<file path="src/rtl/zx_kbd_pkg.sv">
// Shared definitions for the ZX Spectrum PS/2 keyboard front end:
// matrix geometry, scancodes, FSM state types and the scancode lookup.
package zx_kbd_pkg;

    localparam int NUM_ROWS  = 8;
    localparam int NUM_COLS  = 5;
    localparam int NUM_KEYS  = NUM_ROWS * NUM_COLS;
    localparam int NUM_FLAGS = 7;

    // Key index is row*5+col; anything at or above NUM_KEYS means "no key".
    typedef logic [5:0] key_idx_t;
    localparam key_idx_t KEY_NONE = 6'h3F;

    localparam key_idx_t K_CAPS  = 6'd0;
    localparam key_idx_t K_5     = 6'd19;
    localparam key_idx_t K_0     = 6'd20;
    localparam key_idx_t K_8     = 6'd22;
    localparam key_idx_t K_7     = 6'd23;
    localparam key_idx_t K_6     = 6'd24;
    localparam key_idx_t K_SPACE = 6'd35;
    localparam key_idx_t K_SYM   = 6'd36;

    localparam logic [7:0] SC_BREAK  = 8'hF0;
    localparam logic [7:0] SC_EXT    = 8'hE0;
    localparam logic [7:0] SC_PAUSE  = 8'hE1;
    localparam logic [7:0] SC_LSHIFT = 8'h12;
    localparam logic [7:0] SC_RSHIFT = 8'h59;
    localparam logic [7:0] SC_CTRL   = 8'h14;
    localparam logic [7:0] SC_ENTER  = 8'h5A;
    localparam logic [7:0] SC_SPACE  = 8'h29;
    localparam logic [7:0] SC_BKSP   = 8'h66;
    localparam logic [7:0] SC_ESC    = 8'h76;
    localparam logic [7:0] SC_F12    = 8'h07;
    localparam logic [7:0] SC_LEFT   = 8'h6B;
    localparam logic [7:0] SC_DOWN   = 8'h72;
    localparam logic [7:0] SC_UP     = 8'h75;
    localparam logic [7:0] SC_RIGHT  = 8'h74;

    // Keys that press two matrix keys at once, plus F12 which drives reset_req.
    typedef enum logic [2:0] {
        CF_BKSP, CF_LEFT, CF_DOWN, CF_UP, CF_RIGHT, CF_ESC, CF_F12, CF_NONE
    } comp_flag_e;

    typedef enum logic [1:0] {RX_IDLE, RX_DATA, RX_PARITY, RX_STOP} rx_state_e;

    typedef enum logic [2:0] {
        DEC_IDLE, DEC_BRK, DEC_EXT, DEC_EXT_BRK, DEC_SKIP
    } dec_state_e;

    function automatic key_idx_t key_idx(input int row, input int col);
        return key_idx_t'(row * NUM_COLS + col);
    endfunction

    // Direct scancode to matrix key; extended codes only map right Ctrl.
    function automatic key_idx_t scan_to_key(input logic [7:0] code, input logic ext);
        key_idx_t k;
        k = KEY_NONE;
        if (ext) begin
            if (code == SC_CTRL) k = K_SYM;
        end else begin
            case (code)
                SC_LSHIFT, SC_RSHIFT: k = K_CAPS;
                8'h1A: k = key_idx(0, 1);  8'h22: k = key_idx(0, 2);
                8'h21: k = key_idx(0, 3);  8'h2A: k = key_idx(0, 4);
                8'h1C: k = key_idx(1, 0);  8'h1B: k = key_idx(1, 1);
                8'h23: k = key_idx(1, 2);  8'h2B: k = key_idx(1, 3);
                8'h34: k = key_idx(1, 4);
                8'h15: k = key_idx(2, 0);  8'h1D: k = key_idx(2, 1);
                8'h24: k = key_idx(2, 2);  8'h2D: k = key_idx(2, 3);
                8'h2C: k = key_idx(2, 4);
                8'h16: k = key_idx(3, 0);  8'h1E: k = key_idx(3, 1);
                8'h26: k = key_idx(3, 2);  8'h25: k = key_idx(3, 3);
                8'h2E: k = K_5;
                8'h45: k = K_0;            8'h46: k = key_idx(4, 1);
                8'h3E: k = K_8;            8'h3D: k = K_7;
                8'h36: k = K_6;
                8'h4D: k = key_idx(5, 0);  8'h44: k = key_idx(5, 1);
                8'h43: k = key_idx(5, 2);  8'h3C: k = key_idx(5, 3);
                8'h35: k = key_idx(5, 4);
                SC_ENTER: k = key_idx(6, 0);
                8'h4B: k = key_idx(6, 1);  8'h42: k = key_idx(6, 2);
                8'h3B: k = key_idx(6, 3);  8'h33: k = key_idx(6, 4);
                SC_SPACE: k = K_SPACE;
                SC_CTRL: k = K_SYM;
                8'h3A: k = key_idx(7, 2);  8'h31: k = key_idx(7, 3);
                8'h32: k = key_idx(7, 4);
                default: k = KEY_NONE;
            endcase
        end
        return k;
    endfunction

    // Scancode to composite flag; cursor keys need the E0 prefix.
    function automatic comp_flag_e scan_to_flag(input logic [7:0] code, input logic ext);
        comp_flag_e f;
        f = CF_NONE;
        if (ext) begin
            case (code)
                SC_LEFT:  f = CF_LEFT;
                SC_DOWN:  f = CF_DOWN;
                SC_UP:    f = CF_UP;
                SC_RIGHT: f = CF_RIGHT;
                default:  f = CF_NONE;
            endcase
        end else begin
            case (code)
                SC_BKSP: f = CF_BKSP;
                SC_ESC:  f = CF_ESC;
                SC_F12:  f = CF_F12;
                default: f = CF_NONE;
            endcase
        end
        return f;
    endfunction

endpackage

</file>
<file path="src/rtl/ps2_rx.sv">
// PS/2 byte receiver: synchronises and de-glitches the pins, shifts in
// 11-bit frames on filtered falling clock edges and flags framing errors.
module ps2_rx
    import zx_kbd_pkg::*;
#(
    parameter int FILTER  = 8,
    parameter int TIMEOUT = 20000
) (
    input  logic       clk_vram,
    input  logic       reset,
    input  logic       ps2_clk,
    input  logic       ps2_dat,
    output logic       byte_valid,
    output logic [7:0] data,
    output logic       frame_err
);

    localparam int FW = (FILTER > 1) ? $clog2(FILTER) : 1;
    localparam int TW = $clog2(TIMEOUT + 1);

    logic          clk_meta, clk_sync, dat_meta, dat_sync;
    logic          clk_filt;
    logic [FW-1:0] filt_cnt;
    logic          fall;

    rx_state_e     state, state_n;
    logic [7:0]    shift, shift_n;
    logic [2:0]    bit_cnt, bit_cnt_n;
    logic          par_ok, par_ok_n;
    logic [TW-1:0] tmo, tmo_n;
    logic          valid_n, err_n;

    // Two-flop synchronisers; idle PS/2 lines are high.
    always_ff @(posedge clk_vram) begin
        if (reset) begin
            clk_meta <= 1'b1;
            clk_sync <= 1'b1;
            dat_meta <= 1'b1;
            dat_sync <= 1'b1;
        end else begin
            clk_meta <= ps2_clk;
            clk_sync <= clk_meta;
            dat_meta <= ps2_dat;
            dat_sync <= dat_meta;
        end
    end

    // Accept a clock level change only after FILTER consecutive differing samples.
    always_ff @(posedge clk_vram) begin
        if (reset) begin
            clk_filt <= 1'b1;
            filt_cnt <= '0;
        end else if (clk_sync == clk_filt) begin
            filt_cnt <= '0;
        end else if (filt_cnt == FW'(FILTER - 1)) begin
            clk_filt <= clk_sync;
            filt_cnt <= '0;
        end else begin
            filt_cnt <= filt_cnt + 1'b1;
        end
    end

    assign fall = clk_filt && !clk_sync && (filt_cnt == FW'(FILTER - 1));
    assign data = shift;

    // Receiver state register and one-cycle result pulses.
    always_ff @(posedge clk_vram) begin
        if (reset) begin
            state      <= RX_IDLE;
            shift      <= '0;
            bit_cnt    <= '0;
            par_ok     <= 1'b0;
            tmo        <= '0;
            byte_valid <= 1'b0;
            frame_err  <= 1'b0;
        end else begin
            state      <= state_n;
            shift      <= shift_n;
            bit_cnt    <= bit_cnt_n;
            par_ok     <= par_ok_n;
            tmo        <= tmo_n;
            byte_valid <= valid_n;
            frame_err  <= err_n;
        end
    end

    // Frame sequencing; parity verdict is held until the stop bit so one bad frame gives one error.
    always_comb begin
        state_n   = state;
        shift_n   = shift;
        bit_cnt_n = bit_cnt;
        par_ok_n  = par_ok;
        tmo_n     = (state == RX_IDLE) ? '0 : tmo + 1'b1;
        valid_n   = 1'b0;
        err_n     = 1'b0;
        if (fall) begin
            tmo_n = '0;
            case (state)
                RX_IDLE: begin
                    if (dat_sync) begin
                        err_n = 1'b1;
                    end else begin
                        state_n   = RX_DATA;
                        bit_cnt_n = '0;
                    end
                end
                RX_DATA: begin
                    shift_n   = {dat_sync, shift[7:1]};
                    bit_cnt_n = bit_cnt + 1'b1;
                    if (bit_cnt == 3'd7) state_n = RX_PARITY;
                end
                RX_PARITY: begin
                    par_ok_n = (^shift) ^ dat_sync;
                    state_n  = RX_STOP;
                end
                default: begin
                    state_n = RX_IDLE;
                    if (!dat_sync || !par_ok) err_n = 1'b1;
                    else                      valid_n = 1'b1;
                end
            endcase
        end else if (state != RX_IDLE && tmo == TW'(TIMEOUT - 1)) begin
            state_n = RX_IDLE;
            tmo_n   = '0;
            err_n   = 1'b1;
        end
    end

endmodule

</file>
<file path="src/rtl/zx_keyboard.sv">
// PS/2 keyboard to ZX Spectrum key matrix, answering half-row reads on port 0xFE.
module zx_keyboard
    import zx_kbd_pkg::*;
#(
    parameter int FILTER  = 8,
    parameter int TIMEOUT = 20000
) (
    input  logic       clk_vram,
    input  logic       reset,
    input  logic       PS2_CLK,
    input  logic       PS2_DAT,
    input  logic [7:0] A_hi,
    output logic [4:0] key_row,
    output logic       pressed,
    output logic       reset_req,
    output logic       frame_err
);

    logic                 byte_valid;
    logic [7:0]           rx_byte;
    dec_state_e           dec, dec_n;
    logic [2:0]           skip_cnt, skip_n;
    logic                 apply, brk, ext;
    key_idx_t             key_hit;
    logic [2:0]           flag_code;
    logic [NUM_KEYS-1:0]  direct, eff;
    logic [NUM_FLAGS-1:0] flags;
    logic [4:0]           row_acc;

    ps2_rx #(.FILTER(FILTER), .TIMEOUT(TIMEOUT)) u_rx (
        .clk_vram   (clk_vram),
        .reset      (reset),
        .ps2_clk    (PS2_CLK),
        .ps2_dat    (PS2_DAT),
        .byte_valid (byte_valid),
        .data       (rx_byte),
        .frame_err  (frame_err)
    );

    assign key_hit   = scan_to_key(rx_byte, ext);
    assign flag_code = scan_to_flag(rx_byte, ext);

    // Prefix decoder state and Pause-sequence skip counter.
    always_ff @(posedge clk_vram) begin
        if (reset) begin
            dec      <= DEC_IDLE;
            skip_cnt <= '0;
        end else begin
            dec      <= dec_n;
            skip_cnt <= skip_n;
        end
    end

    // Track F0/E0 prefixes, swallow the Pause tail, and decide when a byte is a make or break.
    always_comb begin
        dec_n  = dec;
        skip_n = skip_cnt;
        apply  = 1'b0;
        brk    = (dec == DEC_BRK) || (dec == DEC_EXT_BRK);
        ext    = (dec == DEC_EXT) || (dec == DEC_EXT_BRK);
        if (byte_valid) begin
            if (dec == DEC_SKIP) begin
                skip_n = skip_cnt - 1'b1;
                if (skip_cnt == 3'd1) dec_n = DEC_IDLE;
            end else if (rx_byte == SC_PAUSE) begin
                dec_n  = DEC_SKIP;
                skip_n = 3'd7;
            end else if (rx_byte == SC_BREAK && dec == DEC_IDLE) begin
                dec_n = DEC_BRK;
            end else if (rx_byte == SC_BREAK && dec == DEC_EXT) begin
                dec_n = DEC_EXT_BRK;
            end else if (rx_byte == SC_EXT && dec == DEC_IDLE) begin
                dec_n = DEC_EXT;
            end else begin
                apply = 1'b1;
                dec_n = DEC_IDLE;
            end
        end
    end

    // Direct key bits and composite flags; repeated makes just rewrite the same 1.
    always_ff @(posedge clk_vram) begin
        if (reset) begin
            direct <= '0;
            flags  <= '0;
        end else if (apply) begin
            for (int i = 0; i < NUM_KEYS; i++)
                if (key_hit == key_idx_t'(i)) direct[i] <= !brk;
            for (int i = 0; i < NUM_FLAGS; i++)
                if (flag_code == 3'(i)) flags[i] <= !brk;
        end
    end

    // Effective matrix: composite keys OR their pair into the direct bits.
    always_comb begin
        eff = direct;
        if (flags[CF_BKSP])  begin eff[K_CAPS] = 1'b1; eff[K_0]     = 1'b1; end
        if (flags[CF_LEFT])  begin eff[K_CAPS] = 1'b1; eff[K_5]     = 1'b1; end
        if (flags[CF_DOWN])  begin eff[K_CAPS] = 1'b1; eff[K_6]     = 1'b1; end
        if (flags[CF_UP])    begin eff[K_CAPS] = 1'b1; eff[K_7]     = 1'b1; end
        if (flags[CF_RIGHT]) begin eff[K_CAPS] = 1'b1; eff[K_8]     = 1'b1; end
        if (flags[CF_ESC])   begin eff[K_CAPS] = 1'b1; eff[K_SPACE] = 1'b1; end
    end

    // Half-row read: every selected row contributes, result is active-low.
    always_comb begin
        row_acc = '0;
        for (int r = 0; r < NUM_ROWS; r++)
            if (!A_hi[r]) row_acc = row_acc | eff[r*NUM_COLS +: NUM_COLS];
        key_row = ~row_acc;
    end

    // Registered status outputs.
    always_ff @(posedge clk_vram) begin
        if (reset) begin
            pressed   <= 1'b0;
            reset_req <= 1'b0;
        end else begin
            pressed   <= |eff;
            reset_req <= flags[CF_F12];
        end
    end

endmodule

</file>
<file path="config.mk">
export PLATFORM = sky130hd
export DESIGN_NAME = zx_keyboard
export DESIGN_NICKNAME = d
export VERILOG_FILES = /design/src/rtl/zx_kbd_pkg.sv /design/src/rtl/ps2_rx.sv /design/src/rtl/zx_keyboard.sv
export SDC_FILE = /design/constraint.sdc
export NUM_CORES = 1
export LEC_CHECK = 0
export BUFFER_PORTS_ARGS = -buffer_cell sky130_fd_sc_hd__buf_2
export CAP_MARGIN = 40
export CORE_MARGIN = 4
export CORE_UTILIZATION = 45
export DETAILED_ROUTE_END_ITERATION = 10
export PLACE_DENSITY = 0.67
export SYNTH_ARGS = -nofsm -noshare
export SYNTH_HDL_FRONTEND = slang
export SYNTH_SLANG_ARGS = --single-unit
</file>
<file path="constraint.sdc">
create_clock -name clk_vram -period 3.6 [get_ports clk_vram]
set_input_delay 0.54 -clock clk_vram [delete_from_list [all_inputs] [get_ports clk_vram]]
set_output_delay 0.54 -clock clk_vram [all_outputs]
set_load 0.05 [all_outputs]
</file>
==> results.py, run 1 <==
metrics = {
    "floorplanning": {
        "chipWidth_microns": 124,
        "coreArea_sq_um": 12900,
        "fp.dieArea_sq_um": 15300,
        "start_util_pct": 46.7,
        "die_h_microns": 124,
        "io_pins": 20,
        "rows": 41,
    },
    "routing": {
        "wl_per_cell_microns": 17.8,
        "firstDrtPassIters": 8,
        "ant_nets": 0,
        "vias": 5578,
        "drc_errors": 0,
        "routed_wl_microns": 16200,
        "viasPerCell": 6.14,
        "dr.first_iter.drc_count": 670,
    },
    "placement": {
        "gp_congestion": 0.958,
        "numPortBuffers": 19,
        "dp.cells": 893,
        "pre_cts_slack_ns": 0.321,
        "hpwl_microns": 11900,
    },
    "timing": {
        "worstMarginPinSlew_ns": 0.833,
        "hold_viol": 0,
        "setup_slack_ns": 0.392,
        "min_period_over_period_pct": 89.1,
        "drv_slew": 0,
        "finalSetupViolations": 0,
        "tns_ns": 0,
        "fin_skew_ns": 0.0106,
        "period_minus_slack_ns": 3.21,
        "slew_headroom_pct": 43.9,
        "max_freq_mhz": 312,
        "rsz0062_at_grt": "false",
    },
    "logic_synthesis": {
        "netlist_instances": 731,
        "ys_seq_area_share_pct": 33.3,
        "synth_most_common_cell": "dfxtp_1",
        "yosysTopAreaCellShare_pct": 33.3,
        "synth.distinct_cells": 79,
        "syn-cell-area_sq_um": 6020,
        "synth-edff-count": 0,
        "netlist_top_cells_area": "dfxtp_1, ha_1, nor2_1",
        "synth_nets": 777,
        "syn_area_per_cell_sq_um": 8.23,
        "ys_ff_latch": 100,
        "yosysTopAreaCell": "dfxtp_1",
        "async_reset_ff_share_pct": 0,
        "ys.flop_type": "dfxtp_1",
        "ys_warn_count": 0,
        "netlist_top_cells_count": "dfxtp_1, nor2_1, a21oi_1",
    },
    "worst_setup_path": {
        "max_stage_delay_ns": 0.47,
        "critical_path_class": "flop to flop",
        "cpMostUsedCell": "ha_1",
        "end_kind": "flop",
        "critPathMaxFanout": 10,
        "arrival_ns": 3.42,
        "start_kind": "flop",
        "crit_slowest_cell": "ha_1",
        "crit_required_ns": 3.81,
        "crit_path_cell_trace": "ha_1 > ha_1 > and3_1 > nand2_1 > a21oi_2 > inv_1 > ha_1 > mux2i_1 > nor3_1 > o22ai_1 > a31oi_1 > a21oi_1 > a2bb2oi_1",
        "r2r_cells": 13,
    },
    "worst_hold_path": {
        "hold_depth": 2,
        "hold_path.class": "primary input to flop",
    },
    "clock_tree": {
        "holdBufCountCts": 0,
        "cts-buffers-inserted": 9,
        "cts-root-buf": "clkbuf_16",
        "clk_pin_slew_ns": 0.07,
        "cts_setup_buffers": 0,
        "h-tree-depth": 3,
        "cts_tree": "built",
        "cts.path.max_buffers": 2,
        "cts_sinks": 100,
        "clk_latency_ns": 0.35,
    },
    "global_routing": {
        "grt_antenna_before_repair": 0,
        "overflow": 0,
        "grtUsageTotal_pct": 22.0,
        "grt_max_degree": 47,
        "grt_pass1_wl_microns": 26700,
        "grt_pass1_vias": 5156,
    },
    "final_layout": {
        "syn2layout_area_growth_pct": 7.46,
        "fin_util_pct": 50.2,
        "antenna_cells": 0,
        "final_cells": 909,
        "layout-drive-gt1-share_pct": 9.23,
        "nets": 778,
    },
    "power_and_ir_drop": {
        "leakage_uw": 0.00219,
        "fin_total_pwr_uw": 2060,
        "power_density_nw_per_um2": 318,
        "worst_ir_drop_vdd_mv": 0.274,
    },
    "job": {
        "maxCapViolCount": 0,
    },
    "run_status": {
        "status": "complete, no violations",
    },
}
## area by class of cell
cell class | count | area (sq um)
sequential | 100 | 2000
clock inverter | 4 | 33.8
inverter | 39 | 146
clock buffer | 12 | 236
multi-input combinational | 550 | 3640
tap | 172 | 215
fill | 1242 | 6410
timing repair buffer | 32 | 193
## through the flow
| step | instance area, sq um | hold slack (ns) |
|---|---|---|
| after global routing | 6470 | 0.368 |
| after detailed placement | 6190 | 0.398 |
| after global placement | 6190 | 0.393 |
| final | 6470 | 0.370 |
| after CTS | 6460 | 0.360 |
| after floorplan | 6020 | 0.389 |
## path summary, 6_finish.rpt
check	from	end	slack, ns
worst min register to register	u_rx.dat_meta	u_rx.dat_sync	0.41
worst max register to register	u_rx.filt_cnt[0]	flop	0.39
worst min-delay path	PS2_DAT	u_rx.dat_meta	0.37
worst max-delay path	u_rx.filt_cnt[0]	flop	0.39
## cell usage in the layout (no fill, tap or decap), types with 18 or more instances in the layout
master    count
a211oi_1     27
a21oi_1      45
buf_2        19
dfxtp_1     100
ha_1         34
inv_1        36
nand2_1      32
nand3_1      23
nor2_1       86
nor3_1       21
nor4_1       18
o21ai_0      34
## repair_timing
action,CTS,global route
endpoints found under the setup margin,0,1
hold endpoints to repair,0,0
gates resized for setup,0,1
## state kept, by name (all words and copies together) (netlist names), 2 cells and up, named ones only
signal,flops
direct,40
u_rx.tmo,15
u_rx.data,8
flags,7
dec,3
skip_cnt,3
u_rx.bit_cnt,3
u_rx.filt_cnt,3
u_rx.state,2
## critical path: cells and delay by family (launching register included)
kind | cells | cell delay [ns]
muxes | 1 | 0.12
DFF | 1 | 0.33
and+or+nand+nor | 3 | 0.71
AOI/OAI and AO/OA | 5 | 0.80
adders and majority gates | 3 | 0.98
buffers and inverters | 1 | 0.14
## per-layer routing
layer / up-vias / part of all wire (%) / global-route usage, %
met5: - / 0 / 0
met4: 0 / 2.3 / 7.20
met3: 33 / 5.3 / 4.45
met2: 190 / 49 / 37.3
met1: 2623 / 44 / 27.9
li1: 2732 / - / -
## kinds of logic (layout without fill, tap and decap cells)
group                    after synthesis  after routing  synth area share [%]
buffers and inverters                 81             87                  6.30
multiplexers                          18             18                  3.22
XOR/XNOR                              19             19                  2.76
flip-flops                           100            100                  33.3
AND/OR/NAND/NOR                      272            272                  23.7
adder cells (fa/ha/maj)               34             34                  7.07
AO/OA/AOI/OAI                        207            207                  23.7
## power by group
| part | switching [uW] | total (uW) | leakage [uW] | internal (uW) |
|---|---|---|---|---|
| sequential | 1.21 | 1110 | 0.000806 | 1110 |
| clock | 431 | 906 | 0.000127 | 475 |
| combinational | 32.5 | 43.6 | 0.00125 | 11.1 |
No activity file was read; power rests on OpenSTA's default activity.
==> inputs of run 2 (changes only) <==
Settings changed: ABC_AREA from default to 1.
==> run 2 against run 1 <==
First-iteration DRC count is 37% lower. Clock-buffer cell count down 2. Largest cell class unchanged. Area after synthesis rose by 3.1%. Setup slack improved by 0.59 ns. Maximum frequency grew 22%. Critical path type unchanged. Sequential share of layout area decreased by 0.97 points. Utilization is 0.41 points lower. Sequential power is essentially flat. Via count is 6.2% higher.
==> results.py, run 2 <==
metrics = {
    "job": {
        "maxCapViolCount": 0,
    },
    "run_status": {
        "status": "complete, no violations",
    },
    "clock_tree": {
        "cts_sinks": 100,
        "clk_latency_ns": 0.36,
        "cts_setup_buffers": 0,
        "cts-buffers-inserted": 9,
        "postCtsResizedCells": 0,
        "h-tree-depth": 3,
        "cts-root-buf": "clkbuf_16",
        "cts_tree": "built",
        "holdBufCountCts": 0,
        "cts.path.max_buffers": 2,
        "clk_pin_slew_ns": 0.07,
    },
    "final_layout": {
        "layout_common_cells": "nand2_1, dfxtp_1, nor2_1",
        "largest_reg_flops": 40,
        "layout-drive-gt1-share_pct": 10.3,
        "antenna_cells": 0,
        "largest-register": "direct",
        "nets": 974,
        "fin_area_sq_um": 6680,
        "fin_util_pct": 49.8,
        "n_fill_cell": 1418,
        "final_common_cell": "nand2_1",
        "syn2layout_area_growth_pct": 7.56,
    },
    "worst_setup_path": {
        "cp-startpoint": "u_rx.state[1]",
        "critPathMaxFanout": 16,
        "arrival_ns": 2.88,
        "path_buf_inv": 3,
        "crit_slowest_cell": "ha_1",
        "crit_path_cell_trace": "inv_1 > ha_1 > nand3_2 > nand2_1 > nand3_1 > ha_1 > inv_1 > nand3_1 > nand2_1 > nand2_1 > nand2_1 > nand2_1 > nand3_1 > nand2_1 > inv_1",
        "crit_required_ns": 3.86,
        "end_kind": "flop",
        "max_stage_delay_ns": 0.41,
        "r2r_cells": 15,
        "critical_path_cell_count": 15,
        "r2r-start": "u_rx.state[1]",
        "rrSetupSlack_ns": 0.98,
        "critical_path_class": "flop to flop",
        "cpMostUsedCell": "nand2_1",
        "start_kind": "flop",
        "crit_family": "simple AND/OR/NAND/NOR gates",
    },
    "timing": {
        "worstMarginPinSlew_ns": 0.585,
        "max_freq_mhz": 382,
        "tns_ns": 0,
        "finalSetupViolations": 0,
        "fin_skew_ns": 0.00603,
        "period_minus_slack_ns": 2.62,
        "setup_slack_ns": 0.979,
        "rsz0062_at_grt": "false",
        "drv_slew": 0,
        "slew_headroom_pct": 61.0,
        "min_period_over_period_pct": 72.8,
        "hold_slack_ns": 0.361,
        "hold_viol": 0,
    },
    "routing": {
        "dr.first_iter.drc_count": 425,
        "wl_per_cell_microns": 13.7,
        "ant_nets": 0,
        "routed_wl_microns": 15100,
        "viasPerCell": 5.34,
        "vias": 5922,
        "drc_errors": 0,
        "firstDrtPassIters": 5,
    },
    "floorplanning": {
        "die_h_microns": 125,
        "start_util_pct": 46.3,
        "coreArea_sq_um": 13400,
        "rows": 42,
        "chipWidth_microns": 125,
        "io_pins": 20,
        "fp.dieArea_sq_um": 15700,
    },
    "global_routing": {
        "grtUsageTotal_pct": 19.4,
        "grt_pass1_vias": 5324,
        "grt_pass1_wl_microns": 25700,
        "grt_antenna_before_repair": 0,
        "grt_max_degree": 50,
        "overflow": 0,
    },
    "logic_synthesis": {
        "synth_nets": 971,
        "netlist_instances": 925,
        "netlist_top_cells_count": "nand2_1, dfxtp_1, nor2_1",
        "ys_seq_area_share_pct": 32.2,
        "syn-cell-area_sq_um": 6210,
        "async_reset_ff_share_pct": 0,
        "synth.distinct_cells": 41,
        "yosysTopAreaCell": "dfxtp_1",
        "ys_warn_count": 0,
        "yosysTopAreaCellShare_pct": 32.2,
        "ys_ff_latch": 100,
        "ys.flop_type": "dfxtp_1",
        "syn_area_per_cell_sq_um": 6.71,
        "synth_most_common_cell": "nand2_1",
        "netlist_top_cells_area": "dfxtp_1, nand2_1, nand3_1",
        "synth-edff-count": 0,
    },
    "power_and_ir_drop": {
        "leakage_uw": 0.00285,
        "power_density_nw_per_um2": 324,
        "worst_ir_drop_vdd_mv": 0.252,
    },
    "worst_hold_path": {
        "hold_path.class": "primary input to flop",
        "hold_depth": 2,
    },
    "placement": {
        "postPlaceCellArea_sq_um": 6360,
        "gp_congestion": 0.944,
        "numPortBuffers": 19,
        "hpwl_microns": 10800,
        "pre_cts_slack_ns": 1.02,
    },
}
[run 2: cell types whose count changed after synthesis, moves of 11 or more]
cell	previous run	this run
a211oi_1	27	4
a21oi_1	46	64
clkbuf_1	24	9
inv_1	36	82
mux2i_1	16	0
nand2_1	32	235
nand2b_1	11	0
nand3_1	23	88
nand4_1	14	42
nor2_2	0	13
or3_1	13	0
[run 2: final cells by class]
type | count | area [sq um] | share of cell area [%]
inverters | 92 | 347 | 5.19
flip-flops and latches | 100 | 2000 | 30.0
clock inverters | 6 | 73.8 | 1.11
well taps | 176 | 220 | 3.30
multi-input cells | 700 | 3660 | 54.7
repair buffers | 25 | 140 | 2.10
clock buffers | 10 | 239 | 3.58
[run 2: metal layers]
layer	track usage [%]	vias to the layer above	part of all wire, %
li1	-	3065	-
met5	0	-	0
met1	25.8	2660	47
met3	4.05	24	5.1
met2	30.9	173	46
met4	7.14	0	2.1
[run 2: cells by family (layout without fill, tap and decap cells)]
| group | after synthesis | in the layout | synth area share (%) |
|---|---|---|---|
| and+or+nand+nor | 529 | 529 | 39.5 |
| AOI/OAI and AO/OA | 127 | 127 | 11.1 |
| DFF | 100 | 100 | 32.2 |
| adders and majority gates | 34 | 34 | 6.85 |
| buffers and inverters | 125 | 133 | 8.87 |
| xor gates and xnor gates | 10 | 10 | 1.41 |
[run 2: worst register-to-register path: cells and delay by family, from the launching register on]
kind / cells / cell delay [ns]
DFF: 1 / 0.34
adders and majority gates: 2 / 0.74
and+or+nand+nor: 10 / 1.27
buffers and inverters: 3 / 0.18
[run 2: how the worst min path moves through the flow]
stage	start	endpoint	slack, ns
after CTS	PS2_DAT	u_rx.dat_meta	0.34
after global routing	PS2_DAT	u_rx.dat_meta	0.35
final	PS2_DAT	u_rx.dat_meta	0.36
after floorplan	u_rx.clk_meta	u_rx.clk_sync	0.39
after detailed placement	u_rx.dat_meta	u_rx.dat_sync	0.40
after global placement	u_rx.dat_meta	u_rx.dat_sync	0.39
[run 2: stage by stage]
stage / total power, uW / std cells
after floorplan: 1160 / 925
after global placement: 1180 / 1093
after detailed placement: 1180 / 1093
after CTS: 2190 / 1109
after global routing: 2230 / 1109
final: 2160 / 1109
[run 2: where the power goes]
group | switching, uW | leakage, uW | internal (uW) | total [uW]
combinational | 30.7 | 0.00189 | 11.6 | 42.4
clock | 448 | 0.000153 | 564 | 1010
sequential | 0.982 | 0.000806 | 1110 | 1110
total | 480 | 0.00285 | 1680 | 2160
